===== src/rtl/tristate_responder_if.sv =====
// Bundle of shared-pin pad signals and the request/response side bus of the responder.
interface tristate_responder_if #(
    parameter int unsigned WIDTH = 8
);
    logic             line_in;
    logic             z_state;
    logic             line_out;
    logic             line_oe;
    logic [WIDTH-1:0] req_data;
    logic             req_valid;
    logic [WIDTH-1:0] rsp_data;
    logic             rsp_valid;
    logic             rsp_ready;
    logic             err;
    logic             busy;

    // Responder side
    modport slave (
        input  line_in, z_state, rsp_data, rsp_valid,
        output line_out, line_oe, req_data, req_valid, rsp_ready, err, busy
    );

    // Pad / host side
    modport master (
        output line_in, z_state, rsp_data, rsp_valid,
        input  line_out, line_oe, req_data, req_valid, rsp_ready, err, busy
    );
endinterface


===== src/rtl/tristate_responder.sv =====
// Far-end responder of a single-wire half-duplex link: receives a request frame,
// waits a turnaround gap after the initiator releases the pin, then drives back
// a buffered response frame (start 0, data LSB first, stop 1).
module tristate_responder #(
    parameter int unsigned WIDTH      = 8,
    parameter int unsigned TURNAROUND = 2
) (
    input logic                 clk,
    input logic                 rst,
    tristate_responder_if.slave bus
);

    // One counter serves RX bit index, TURN gap and TX bit index
    localparam int unsigned CNT_W = ($clog2(WIDTH + 2) > 4) ? $clog2(WIDTH + 2) : 4;
    localparam int unsigned IDX_W = (WIDTH > 1) ? $clog2(WIDTH) : 1;

    typedef enum logic [2:0] {
        S_IDLE,
        S_RX,
        S_WAIT_REL,
        S_TURN,
        S_TX
    } state_t;

    state_t           r_state;
    logic [CNT_W-1:0] r_cnt;
    logic [WIDTH-1:0] r_shift;
    logic [WIDTH-1:0] r_req_data;
    logic             r_req_valid;
    logic [WIDTH-1:0] r_buf;
    logic             r_rsp_ready;
    logic             r_line_out;
    logic             r_line_oe;
    logic             r_err;
    logic             r_busy;

    state_t           w_state_nxt;
    logic [CNT_W-1:0] w_cnt_nxt;
    logic [WIDTH-1:0] w_shift_nxt;
    logic [WIDTH-1:0] w_req_data_nxt;
    logic             w_req_valid_nxt;
    logic [WIDTH-1:0] w_buf_nxt;
    logic             w_rsp_ready_nxt;
    logic             w_line_out_nxt;
    logic             w_line_oe_nxt;
    logic             w_err_nxt;
    logic             w_load;
    logic [IDX_W-1:0] w_bit_idx;

    assign w_load    = bus.rsp_valid && r_rsp_ready;
    assign w_bit_idx = IDX_W'(r_cnt);

    // State and registered outputs; reset releases the pin without waiting for a clock
    always_ff @(posedge clk or posedge rst) begin
        if (rst) begin
            r_state     <= S_IDLE;
            r_cnt       <= '0;
            r_shift     <= '0;
            r_req_data  <= '0;
            r_req_valid <= 1'b0;
            r_buf       <= '0;
            r_rsp_ready <= 1'b1;
            r_line_out  <= 1'b1;
            r_line_oe   <= 1'b0;
            r_err       <= 1'b0;
            r_busy      <= 1'b0;
        end else begin
            r_state     <= w_state_nxt;
            r_cnt       <= w_cnt_nxt;
            r_shift     <= w_shift_nxt;
            r_req_data  <= w_req_data_nxt;
            r_req_valid <= w_req_valid_nxt;
            r_buf       <= w_buf_nxt;
            r_rsp_ready <= w_rsp_ready_nxt;
            r_line_out  <= w_line_out_nxt;
            r_line_oe   <= w_line_oe_nxt;
            r_err       <= w_err_nxt;
            r_busy      <= (w_state_nxt != S_IDLE);
        end
    end

    // Next-state and next-output decode
    always_comb begin
        w_state_nxt     = r_state;
        w_cnt_nxt       = r_cnt;
        w_shift_nxt     = r_shift;
        w_req_data_nxt  = r_req_data;
        w_req_valid_nxt = 1'b0;
        w_buf_nxt       = w_load ? bus.rsp_data : r_buf;
        w_rsp_ready_nxt = r_rsp_ready && !w_load;
        w_line_out_nxt  = 1'b1;
        w_line_oe_nxt   = 1'b0;
        w_err_nxt       = 1'b0;

        case (r_state)
            S_IDLE: begin
                // A driven low level is the start bit; a driven high level is ignored
                if (!bus.z_state && !bus.line_in) begin
                    w_state_nxt = S_RX;
                    w_cnt_nxt   = '0;
                end
            end

            S_RX: begin
                if (bus.z_state) begin
                    w_err_nxt   = 1'b1;
                    w_state_nxt = S_IDLE;
                end else begin
                    w_shift_nxt = (r_shift >> 1) | (WIDTH'(bus.line_in) << (WIDTH - 1));
                    if (r_cnt == CNT_W'(WIDTH - 1)) begin
                        w_req_data_nxt  = w_shift_nxt;
                        w_req_valid_nxt = 1'b1;
                        w_state_nxt     = S_WAIT_REL;
                    end else begin
                        w_cnt_nxt = r_cnt + CNT_W'(1);
                    end
                end
            end

            S_WAIT_REL: begin
                if (bus.z_state) begin
                    w_state_nxt = S_TURN;
                    w_cnt_nxt   = '0;
                end
            end

            S_TURN: begin
                // Anyone driving during the gap aborts; the buffered response survives
                if (!bus.z_state) begin
                    w_err_nxt   = 1'b1;
                    w_state_nxt = S_IDLE;
                end else if (r_cnt == CNT_W'(TURNAROUND - 1)) begin
                    if (!r_rsp_ready || w_load) begin
                        w_state_nxt    = S_TX;
                        w_cnt_nxt      = '0;
                        w_line_oe_nxt  = 1'b1;
                        w_line_out_nxt = 1'b0;
                    end else begin
                        w_state_nxt = S_IDLE;
                    end
                end else begin
                    w_cnt_nxt = r_cnt + CNT_W'(1);
                end
            end

            S_TX: begin
                // r_cnt is the index of the bit currently on the pin (0 = start bit)
                if ((r_cnt != '0) && (bus.line_in != r_line_out)) begin
                    w_err_nxt   = 1'b1;
                    w_state_nxt = S_IDLE;
                end else if (r_cnt == CNT_W'(WIDTH + 1)) begin
                    w_state_nxt     = S_IDLE;
                    w_rsp_ready_nxt = 1'b1;
                end else begin
                    w_cnt_nxt      = r_cnt + CNT_W'(1);
                    w_line_oe_nxt  = 1'b1;
                    w_line_out_nxt = (r_cnt == CNT_W'(WIDTH)) ? 1'b1 : r_buf[w_bit_idx];
                end
            end

            default: begin
                w_state_nxt = S_IDLE;
            end
        endcase
    end

    assign bus.line_out  = r_line_out;
    assign bus.line_oe   = r_line_oe;
    assign bus.req_data  = r_req_data;
    assign bus.req_valid = r_req_valid;
    assign bus.rsp_ready = r_rsp_ready;
    assign bus.err       = r_err;
    assign bus.busy      = r_busy;

endmodule


===== src/flat_wrapper.sv =====
// flat-port wrapper written by rule: the top's interface ports become plain ports
module tristate_responder_flat 
#(
    parameter int unsigned WIDTH      = 8,
    parameter int unsigned TURNAROUND = 2
)
  (clk, rst, bus_line_in, bus_z_state, bus_rsp_data, bus_rsp_valid, bus_line_out, bus_line_oe, bus_req_data, bus_req_valid, bus_rsp_ready, bus_err, bus_busy);
  tristate_responder_if #(.WIDTH(WIDTH)) bus_i ();
  input logic clk;
  input logic rst;
  input wire logic [$bits(bus_i.line_in)-1:0] bus_line_in;
  input wire logic [$bits(bus_i.z_state)-1:0] bus_z_state;
  input wire logic [$bits(bus_i.rsp_data)-1:0] bus_rsp_data;
  input wire logic [$bits(bus_i.rsp_valid)-1:0] bus_rsp_valid;
  output wire logic [$bits(bus_i.line_out)-1:0] bus_line_out;
  output wire logic [$bits(bus_i.line_oe)-1:0] bus_line_oe;
  output wire logic [$bits(bus_i.req_data)-1:0] bus_req_data;
  output wire logic [$bits(bus_i.req_valid)-1:0] bus_req_valid;
  output wire logic [$bits(bus_i.rsp_ready)-1:0] bus_rsp_ready;
  output wire logic [$bits(bus_i.err)-1:0] bus_err;
  output wire logic [$bits(bus_i.busy)-1:0] bus_busy;
  assign bus_i.line_in = bus_line_in;
  assign bus_i.z_state = bus_z_state;
  assign bus_i.rsp_data = bus_rsp_data;
  assign bus_i.rsp_valid = bus_rsp_valid;
  assign bus_line_out = bus_i.line_out;
  assign bus_line_oe = bus_i.line_oe;
  assign bus_req_data = bus_i.req_data;
  assign bus_req_valid = bus_i.req_valid;
  assign bus_rsp_ready = bus_i.rsp_ready;
  assign bus_err = bus_i.err;
  assign bus_busy = bus_i.busy;
  tristate_responder #(.WIDTH(WIDTH), .TURNAROUND(TURNAROUND)) u_core (.clk(clk), .rst(rst), .bus(bus_i));
endmodule

===== config.mk =====
export PLATFORM = sky130hd
export DESIGN_NAME = tristate_responder_flat
export DESIGN_NICKNAME = d
export VERILOG_FILES = /design/src/rtl/tristate_responder_if.sv /design/src/rtl/tristate_responder.sv /design/src/flat_wrapper.sv
export SDC_FILE = /design/constraint.sdc
export NUM_CORES = 1
export LEC_CHECK = 0
export CORE_MARGIN = 2
export CORE_UTILIZATION = 40
export DETAILED_ROUTE_END_ITERATION = 8
export PLACE_DENSITY = 0.68
export SYNTH_ARGS = -nofsm -noshare
export SYNTH_HDL_FRONTEND = slang
export SYNTH_SLANG_ARGS = --single-unit

===== constraint.sdc =====
create_clock -name clk -period 5.8 [get_ports clk]
set_input_delay 0.58 -clock clk [delete_from_list [all_inputs] [get_ports clk]]
set_output_delay 0.58 -clock clk [all_outputs]
set_load 0.01 [all_outputs]

## Word level (Yosys, flattened, before mapping)

Index checks and enable logic that the tools add are counted.

- Logic and storage cells: 93
- Bits of input ports: 13
- Output and inout port bits: 14
- Bits in registers: 37

- Equal/unequal tests: 17
- Bitwise operators: 2
- Reduce and logical (&&, ||, !) cells: 16
- Mux-type cells: 45
- Add/subtract/negate cells: 1
- Order comparisons: 1

Operators with widths:

| kind | number |
|---|---|
| 4-bit 2-to-1 mux | 9 |
| 3-bit 2-to-1 mux | 9 |
| 1-bit 2-to-1 mux | 21 |
| 4-bit one-hot mux with 5 select lines | 1 |
| 3-bit one-hot mux with 5 select lines | 1 |
| 2-bit inequality test, second input constant | 6 |
| 9-bit AND reduction | 1 |
| 4-bit == test, second input constant | 2 |
| 7-bit by 8-bit bitwise OR with 8-bit output | 1 |
| 3-bit by 2-bit == test with 1-bit output, second input constant | 2 |
| 5-bit nonzero test | 1 |
| 4-bit by 1-bit adder with 4-bit output, second input constant | 1 |
| 4-bit by 1-bit == test with 1-bit output, second input constant | 1 |
| 4-bit by 3-bit == test with 1-bit output, second input constant | 1 |
| 1-bit logical AND | 4 |
| 1-bit logical NOT | 4 |
| 3-bit by 4-bit < comparator with 1-bit output, second input constant | 1 |
| 1-bit one-hot mux with 2 select lines | 2 |
| 4-bit nonzero test | 1 |
| 1-bit binary-select mux with 3-bit select | 1 |
| 3-bit by 1-bit == test with 1-bit output, second input constant | 1 |
| 3-bit == test, second input constant | 1 |
| 3-bit logical NOT | 1 |
| 3-bit inequality test, second input constant | 1 |
| 8 further kinds | 8 |

## Logic depth before layout (Yosys ltp)

Gate-level depths: netlist of run 1.

- Depth after elaboration: 7
- Depth in mapped cells: 7
- Gate-level depth less buffers: 7

## Worst setup path after synthesis of run 1

No wires, ideal clock.

- Path type: register to register
- From: reg u_core.r_cnt[0]
- To: reg u_core.r_cnt[2]
- Required time: 5.678 ns
- Setup time: 0.122 ns
- Path slack: 3.914 ns
- Buffers on the path: 0
- Period minus slack after synthesis: 1.886 ns
- Data arrival time: 1.765 ns
- Stages on the path, launching flop included: 8
- Cells stage by stage: dfrtp_1 -> inv_1 -> ha_1 -> nor3b_1 -> o32ai_2 -> nor4_2 -> o21ai_1 -> o2bb2ai_1

- Word-level cells in the longest chain between the ends: 4
- Elaborated cells between the ends (all ways): 18
- Classes of those cells: add/sub: 1; eq/ne: 7; mux: 7; reduce/logical: 3

Ends and longest elaborated chain:

| item | line | text |
|---|---|---|
| start: declaration | tristate_responder.sv:26 | `logic [CNT_W-1:0] r_cnt;` |
| start signal: assignment | tristate_responder.sv:69 | `r_cnt <= w_cnt_nxt;` |
| 4-bit by 1-bit adder with 4-bit output (tied with other cells) | tristate_responder.sv:115, tristate_responder.sv:142, tristate_responder.sv:155 |  |
| 4-bit 2-to-1 mux (tied with other cells) | tristate_responder.sv:151 | `end else if (r_cnt == CNT_W'(WIDTH + 1)) begin` |
| 4-bit 2-to-1 mux (tied with other cells) | tristate_responder.sv:148 | `if ((r_cnt != '0) && (bus.line_in != r_line_out)) begin` |
| 4-bit one-hot mux with 5 select lines or 9-bit AND reduction (tied branches) | - |  |

Parallel ways exist; a longest one is shown, timed or not. The select of a mux whose other input is x is not followed.
A chain may end at the register's enable or synchronous reset.

## Worst setup path in the final report of run 1

- From: in bus_z_state
- To: reg u_core.r_cnt[2]

- Word-level cells in the longest chain between the ends: 4
- Elaborated cells between the ends (all ways): 7
- Classes of those cells: eq/ne: 4; reduce/logical: 3

Ends and longest elaborated chain:

| item | line | text |
|---|---|---|
| start: declaration | flat_wrapper.sv:12 | `input wire logic [$bits(bus_i.z_state)-1:0] bus_z_state;` |
| 1-bit logical NOT | tristate_responder.sv:98 | `if (!bus.z_state && !bus.line_in) begin` |
| 1-bit logical AND | tristate_responder.sv:98 |  |
| 2-bit by 1-bit inequality test with 1-bit output (no line) | - |  |
| 9-bit AND reduction (no line) (*) | - |  |

Every way passes the cells marked *; elsewhere a longest branch is shown, timed or not.

==> results.yml, run 1 <==
logic_synthesis:
  synth_nets: 151
  synthFlopType: "dfrtp_1"
  syn_inst: 135
  ys_types: 41
  synth_area_per_cell_um2: 12.7
  synth_edf_count: 0
  synth-seq-cells: 36
  synthArstFlopShare_pct: 100
  synthesis.area_um2: 1720
  ys_warn_count: 0
  yosysSeqAreaShare_pct: 52.5
route:
  drt_iter0_markers: 98
  vias_per_cell: 5.38
  routed_wl_mm: 3.16
  drc: 0
  antenna_left: 0
  drt_first_pass_iters: 6
  num_vias: 1156
  wl_per_cell_um: 14.7
place:
  place_hpwl_mm: 2.34
  gp_congestion: 0.874
  port_buffers: 26
  dp_slack_ps: 3270
setup_path:
  cp_max_fo: 8
  worst_ep_required_time_ps: 5970
  cp.buffers_inverters: 1
  ff2ff_path_depth: 7
  crit_arrival_ps: 2400
  worstPathCellList: "clkdlybuf4s50_1 > xnor2_1 > o32ai_2 > nor4_2 > o21ai_1 > o2bb2ai_1"
  worst-setup-path-type: "input pin to flop"
  r2r-end: "u_core.r_cnt[2]"
  r2r_slack_ps: 3600
  crit_path_end_kind: "flop"
  crit_family: "buffers and inverters"
  crit_slowest_cell: "clkdlybuf4s50_1"
  start_kind: "input pin"
  slowest_delay_ps: 710
  rr_startpoint: "u_core.r_cnt[0]"
cells_and_area:
  fin_nets: 180
  antenna_cells: 0
  syn2layout_area_growth_pct: 22.3
  final_layout_size_suffix_gt1_share_pct: 24.2
  post-route-util_pct: 51.8
outcome:
  status: "finished, final reports clean"
sta:
  maxSlewHeadroom_pct: 59.5
  hold_viol: 0
  period_minus_slack_ps: 2230
  tightest_slew_ps: 603
  setup_slack_ps: 3570
  finalSetupTns_ps: 0
  max_freq_mhz: 448
  setup_viol: 0
  rsz0062_at_grt: "no"
  period_share_pct: 38.5
  fin_skew_ps: 3.86
  final_max_slew_viol_count: 0
global_route:
  gr-total-overflow: 0
  grt_pass1_vias: 1121
  grt_max_degree: 37
  antenna_found_initial: 0
  grt_pass1_wl_mm: 5.41
  grt_usage_pct: 14.4
clock_network:
  clk_pin_slew_ps: 70
  cts_buffer_depth: 2
  cts_tree: "yes"
  cts_buffers: 5
  h-tree-depth: 2
  cts.sink_count: 36
  cts_hold_buf: 0
  clk_latency_ps: 280
  clk_root_buffer_cell: "clkbuf_8"
  post_cts_buffers: 0
  cts_resized: 0
die:
  die_w_um: 69.6
  fp-row-count: 23
  core_area_um2: 4060
  die_area_um2: 4840
  pin_count: 27
  initial_core_util_pct: 42.4
  die_h_um: 69.6
power:
  power_frac_comb_pct: 15.1
  p_leak_nw: 0.943
  power.net_switching_uw: 143
  ir_drop_v: 0.000135
  power_frac_seq_pct: 53.5
  power_density_nw_per_um2: 269
  p_sw_share_pct: 25.4
  clkPwrFrac_pct: 31.4
  intPower_uw: 422
flow_run:
  maxCapViolations: 0
min_path:
  hold-path-cell-count: 1
  hold_class: "flop to flop"
  min_from: "u_core.bus.req_data[6]"
  holdPathEnd: "u_core.bus.req_data[6]"
## cell families (layout without fill, tap and decap cells)
family          Yosys count  count (layout)  synth area share (%)
fa+ha+maj                 3               3                  2.18
flops                    36              36                  52.5
mux                      25              25                  17.7
simple gates             32              32                  13.0
compound gates           25              25                  9.97
xor+xnor                  2               2                  1.02
buf+inv                  12              42                  3.64
## cells in the mapped netlist, types with 2 or more instances
cell | count | area (µm²)
nor3b_1 | 3 | 22.5
inv_1 | 7 | 26.3
mux4_2 | 2 | 45.0
o2bb2ai_1 | 2 | 17.5
o21ai_1 | 2 | 10.0
a21oi_1 | 6 | 30.0
nor2_1 | 5 | 18.8
ha_1 | 3 | 37.5
dfstp_2 | 2 | 52.6
and3_1 | 2 | 12.5
nor2b_1 | 2 | 12.5
o21ai_0 | 6 | 30.0
dfrtp_1 | 34 | 851
nand2b_1 | 3 | 18.8
buf_2 | 2 | 10.0
mux2_2 | 22 | 248
nor3_1 | 2 | 10.0
nand2_1 | 4 | 15.0
buf_4 | 2 | 15.0
nand3_1 | 2 | 10.0
xnor2_1 | 2 | 17.5
## power by group through the flow
stage                     sequential (mW)  clock (mW)  combinational, mW
after floorplan                     0.299           0             0.0623
after global placement              0.306           0             0.0837
after detailed placement            0.308           0             0.0855
after CTS                           0.303       0.186             0.0867
after global routing                0.309       0.198             0.0952
final                               0.303       0.177             0.0856
## stage by stage
stage	total power [mW]	hold WS (ps)	cells	cell area [µm²]
finish	0.566	497	215	2100
global route	0.602	522	215	2100
CTS	0.576	506	215	2100
detailed placement	0.394	491	207	2010
global placement	0.390	473	207	2010
floorplan	0.362	474	135	1720
## cell usage in the layout, fill, tap and decap left out, types with 3 or more instances in the layout
cell type         n
dfrtp_1          34
clkdlybuf4s50_1  26
mux2_2           22
inv_1             7
o21ai_0           6
a21oi_1           6
clkbuf_8          6
nor2_1            5
nand2_1           4
nand2b_1          3
nor3b_1           3
ha_1              3
## worst reg2reg max path: cells and delay by family (launching register included)
family	cells	cell delay [ps]
adder cells (fa/ha/maj)	1	190
AO/OA/AOI/OAI	3	450
buffers and inverters	1	140
AND/OR/NAND/NOR	2	840
flip-flops	1	480
## state kept, by name (all words and copies together), names as in the netlist
name / cells
u_core.bus.line_oe: 1
u_core.bus.rsp_ready: 1
u_core.bus.line_out: 1
u_core.r_buf: 8
u_core.bus.busy: 1
u_core.bus.req_valid: 1
u_core.r_shift: 7
u_core.bus.err: 1
u_core.bus.req_data: 8
u_core.r_cnt: 4
u_core.r_state: 3
## layout make-up
class                           count  area, µm²
Fill cell                         355       1950
Sequential cell                    36        903
Multi-Input combinational cell     87        753
Timing Repair Buffer               27        268
Clock buffer                        8       90.1
Tap cell                           50       62.6
Inverter                            7       26.3
## worst max path at each step
| stage | startpoint | end | slack (ps) | cells after the start |
|---|---|---|---|---|
| floorplan | u_core.r_cnt[0] | u_core.r_cnt[2] | 3910 | 7 |
| global placement | bus_z_state | u_core.r_cnt[2] | 3350 | 6 |
| detailed placement | bus_z_state | u_core.r_cnt[2] | 3270 | 6 |
| CTS | bus_z_state | u_core.r_cnt[2] | 3580 | 6 |
| global route | u_core.r_cnt[0] | u_core.r_cnt[2] | 3300 | 7 |
| finish | bus_z_state | u_core.r_cnt[2] | 3570 | 6 |
## routing by layer
layer	global-route usage, %	part of all wire (%)
met5	0	0
met4	6.75	2.0
met3	4.07	4.5
met2	22.3	50
met1	18.5	44
Note: power is estimated with default switching activity, not from simulation.
==> inputs of run 2 (changes only) <==
PLACE_DENSITY = 0.71   (was 0.68)
clock period = 2 ns   (was 5.8 ns; I/O delays follow)
==> run 2 against run 1 <==
  * Clock skew rose by 4.6 ps
  * Non-clock buffer count rose by 13
  * Critical path depth up 2
  * Final cell count up 6.0%
  * Flip-flop and latch count unchanged
  * Hold slack got worse by 160 ps
  * Total power grew to 2.9 times the previous value
  * First-iteration DRC count decreased by 65%
==> results.yml, run 2 (same netlist as run 1, synthesis figures left out) <==
route:
  drc: 0
  routed_wl_mm: 3.19
  drt_iter0_markers: 34
  drt_first_pass_iters: 4
  wl_per_cell_um: 14.0
  vias_per_cell: 5.21
  num_vias: 1187
  antenna_left: 0
power:
  p_sw_share_pct: 26.5
  power.net_switching_uw: 441
  clkPwrFrac_pct: 29.9
  total_power_mw: 1.67
  power_frac_seq_pct: 51.7
  power_density_nw_per_um2: 751
  intPower_mw: 1.22
  p_leak_nw: 1.01
  power_frac_comb_pct: 18.4
  ir_drop_v: 0.000561
sta:
  fin_skew_ps: 8.47
  max_freq_mhz: 533
  setup_viol: 0
  hold_viol: 0
  tightest_slew_ps: 448
  rsz0062_at_grt: "no"
  period_minus_slack_ps: 1870
  holdWs_ps: 333
  final_max_slew_viol_count: 0
  period_share_pct: 93.7
  maxSlewHeadroom_pct: 70.0
clock_network:
  h-tree-depth: 2
  cts_buffer_depth: 2
  post_cts_buffers: 0
  cts_resized: 2
  cts.sink_count: 36
  cts_hold_buf: 0
  cts_tree: "yes"
  clk_pin_slew_ps: 70
  cts_buffers: 5
  clk_latency_ps: 290
  clk_root_buffer_cell: "clkbuf_8"
global_route:
  gr-total-overflow: 0
  grt_pass1_vias: 1266
  grt_pass1_wl_mm: 5.73
  grt_usage_pct: 14.8
  antenna_found_initial: 0
  grt_max_degree: 37
setup_path:
  worst_ep_required_time_ps: 2210
  crit_arrival_ps: 2090
  cp_max_fo: 5
  crit_path_end_kind: "flop"
  cpMostUsedCell: "buf_4"
  start_kind: "flop"
  worst-setup-path-type: "flop to flop"
  slowest_delay_ps: 380
  worstPathCellList: "buf_4 > ha_1 > nor3b_1 > buf_4 > and2_1 > o21ai_0 > nand2_1 > o2bb2ai_1"
  crit_family: "compound AO/OA/AOI/OAI gates"
  cp.buffers_inverters: 2
  crit_slowest_cell: "dfrtp_1"
die:
  initial_core_util_pct: 42.4
  pin_count: 27
  die_area_um2: 4840
  die_w_um: 69.6
  fp-row-count: 23
  core_area_um2: 4060
  die_h_um: 69.6
cells_and_area:
  antenna_cells: 0
  final-instance-count-excl-fill: 228
  syn2layout_area_growth_pct: 29.0
  final_layout_size_suffix_gt1_share_pct: 31.5
  fillers: 337
  mostFrequentLayoutCells: "dfrtp_1, clkdlybuf4s50_1, mux2_2"
  final_common_cell: "dfrtp_1"
  fin_nets: 193
place:
  place_hpwl_mm: 2.39
  gp_congestion: 0.884
  port_buffers: 26
  dp.cells: 220
outcome:
  status: "finished, final reports clean"
min_path:
  hold_class: "input pin to async pin"
flow_run:
  maxCapViolations: 0
==> run 2: area by class of cell <==
cell class | instances | area, µm² | area share (%)
Clock inverter | 1 | 5.00 | 0.226
Tap cell | 50 | 62.6 | 2.82
Multi-Input combinational cell | 87 | 779 | 35.1
Timing Repair Buffer | 40 | 365 | 16.5
Clock buffer | 7 | 76.3 | 3.44
Inverter | 7 | 26.3 | 1.18
Sequential cell | 36 | 903 | 40.7
==> run 2: power by group through the flow <==
| stage | logic, mW | clock network (mW) | registers [mW] |
|---|---|---|---|
| after floorplan | 0.181 | 0 | 0.868 |
| after global placement | 0.289 | 0 | 0.868 |
| after detailed placement | 0.300 | 0 | 0.876 |
| after CTS | 0.307 | 0.516 | 0.862 |
| after global routing | 0.341 | 0.537 | 0.877 |
| final | 0.306 | 0.499 | 0.861 |
==> run 2: stage by stage <==
step           util [%]  setup WS [ps]  instance area [µm²]  setup TNS, ps
6_report           54.7            125                 2220              0
5_1_grt            54.7           9.94                 2220              0
4_1_cts            54.3           32.7                 2200              0
3_5_place_dp       52.0          -73.1                 2110           -144
3_3_place_gp       52.0           5.16                 2110              0
2_1_floorplan         -            114                 1720              0
==> run 2: final timing paths <==
check / cells past startpoint / from / slack [ps] / end
max: 8 / u_core.r_cnt[0] / 130 / u_core.r_cnt[2]
min: 3 / rst / 330 / u_core.r_shift[3]
max reg2reg: 8 / u_core.r_cnt[0] / 130 / u_core.r_cnt[2]
min reg2reg: 1 / u_core.bus.req_data[6] / 490 / u_core.bus.req_data[6]
max in group asynchronous: 3 / rst / 1330 / u_core.bus.rsp_ready
min in group clk: 1 / u_core.bus.req_data[6] / 490 / u_core.bus.req_data[6]
==> run 2: worst min-delay path, stage by stage <==
cell	delay, ps
clkdlybuf4s50_1	410
inv_1	60
buf_4	390
==> run 2: layer usage <==
| layer | global-route usage, % | vias up | wire length, µm |
|---|---|---|---|
| li1 | - | 570 | - |
| met1 | 18.5 | 584 | 1420 |
| met2 | 24.5 | 30 | 1570 |
| met3 | 3.78 | 3 | 157 |
| met4 | 6.10 | 0 | 48 |
| met5 | 0 | - | 0 |
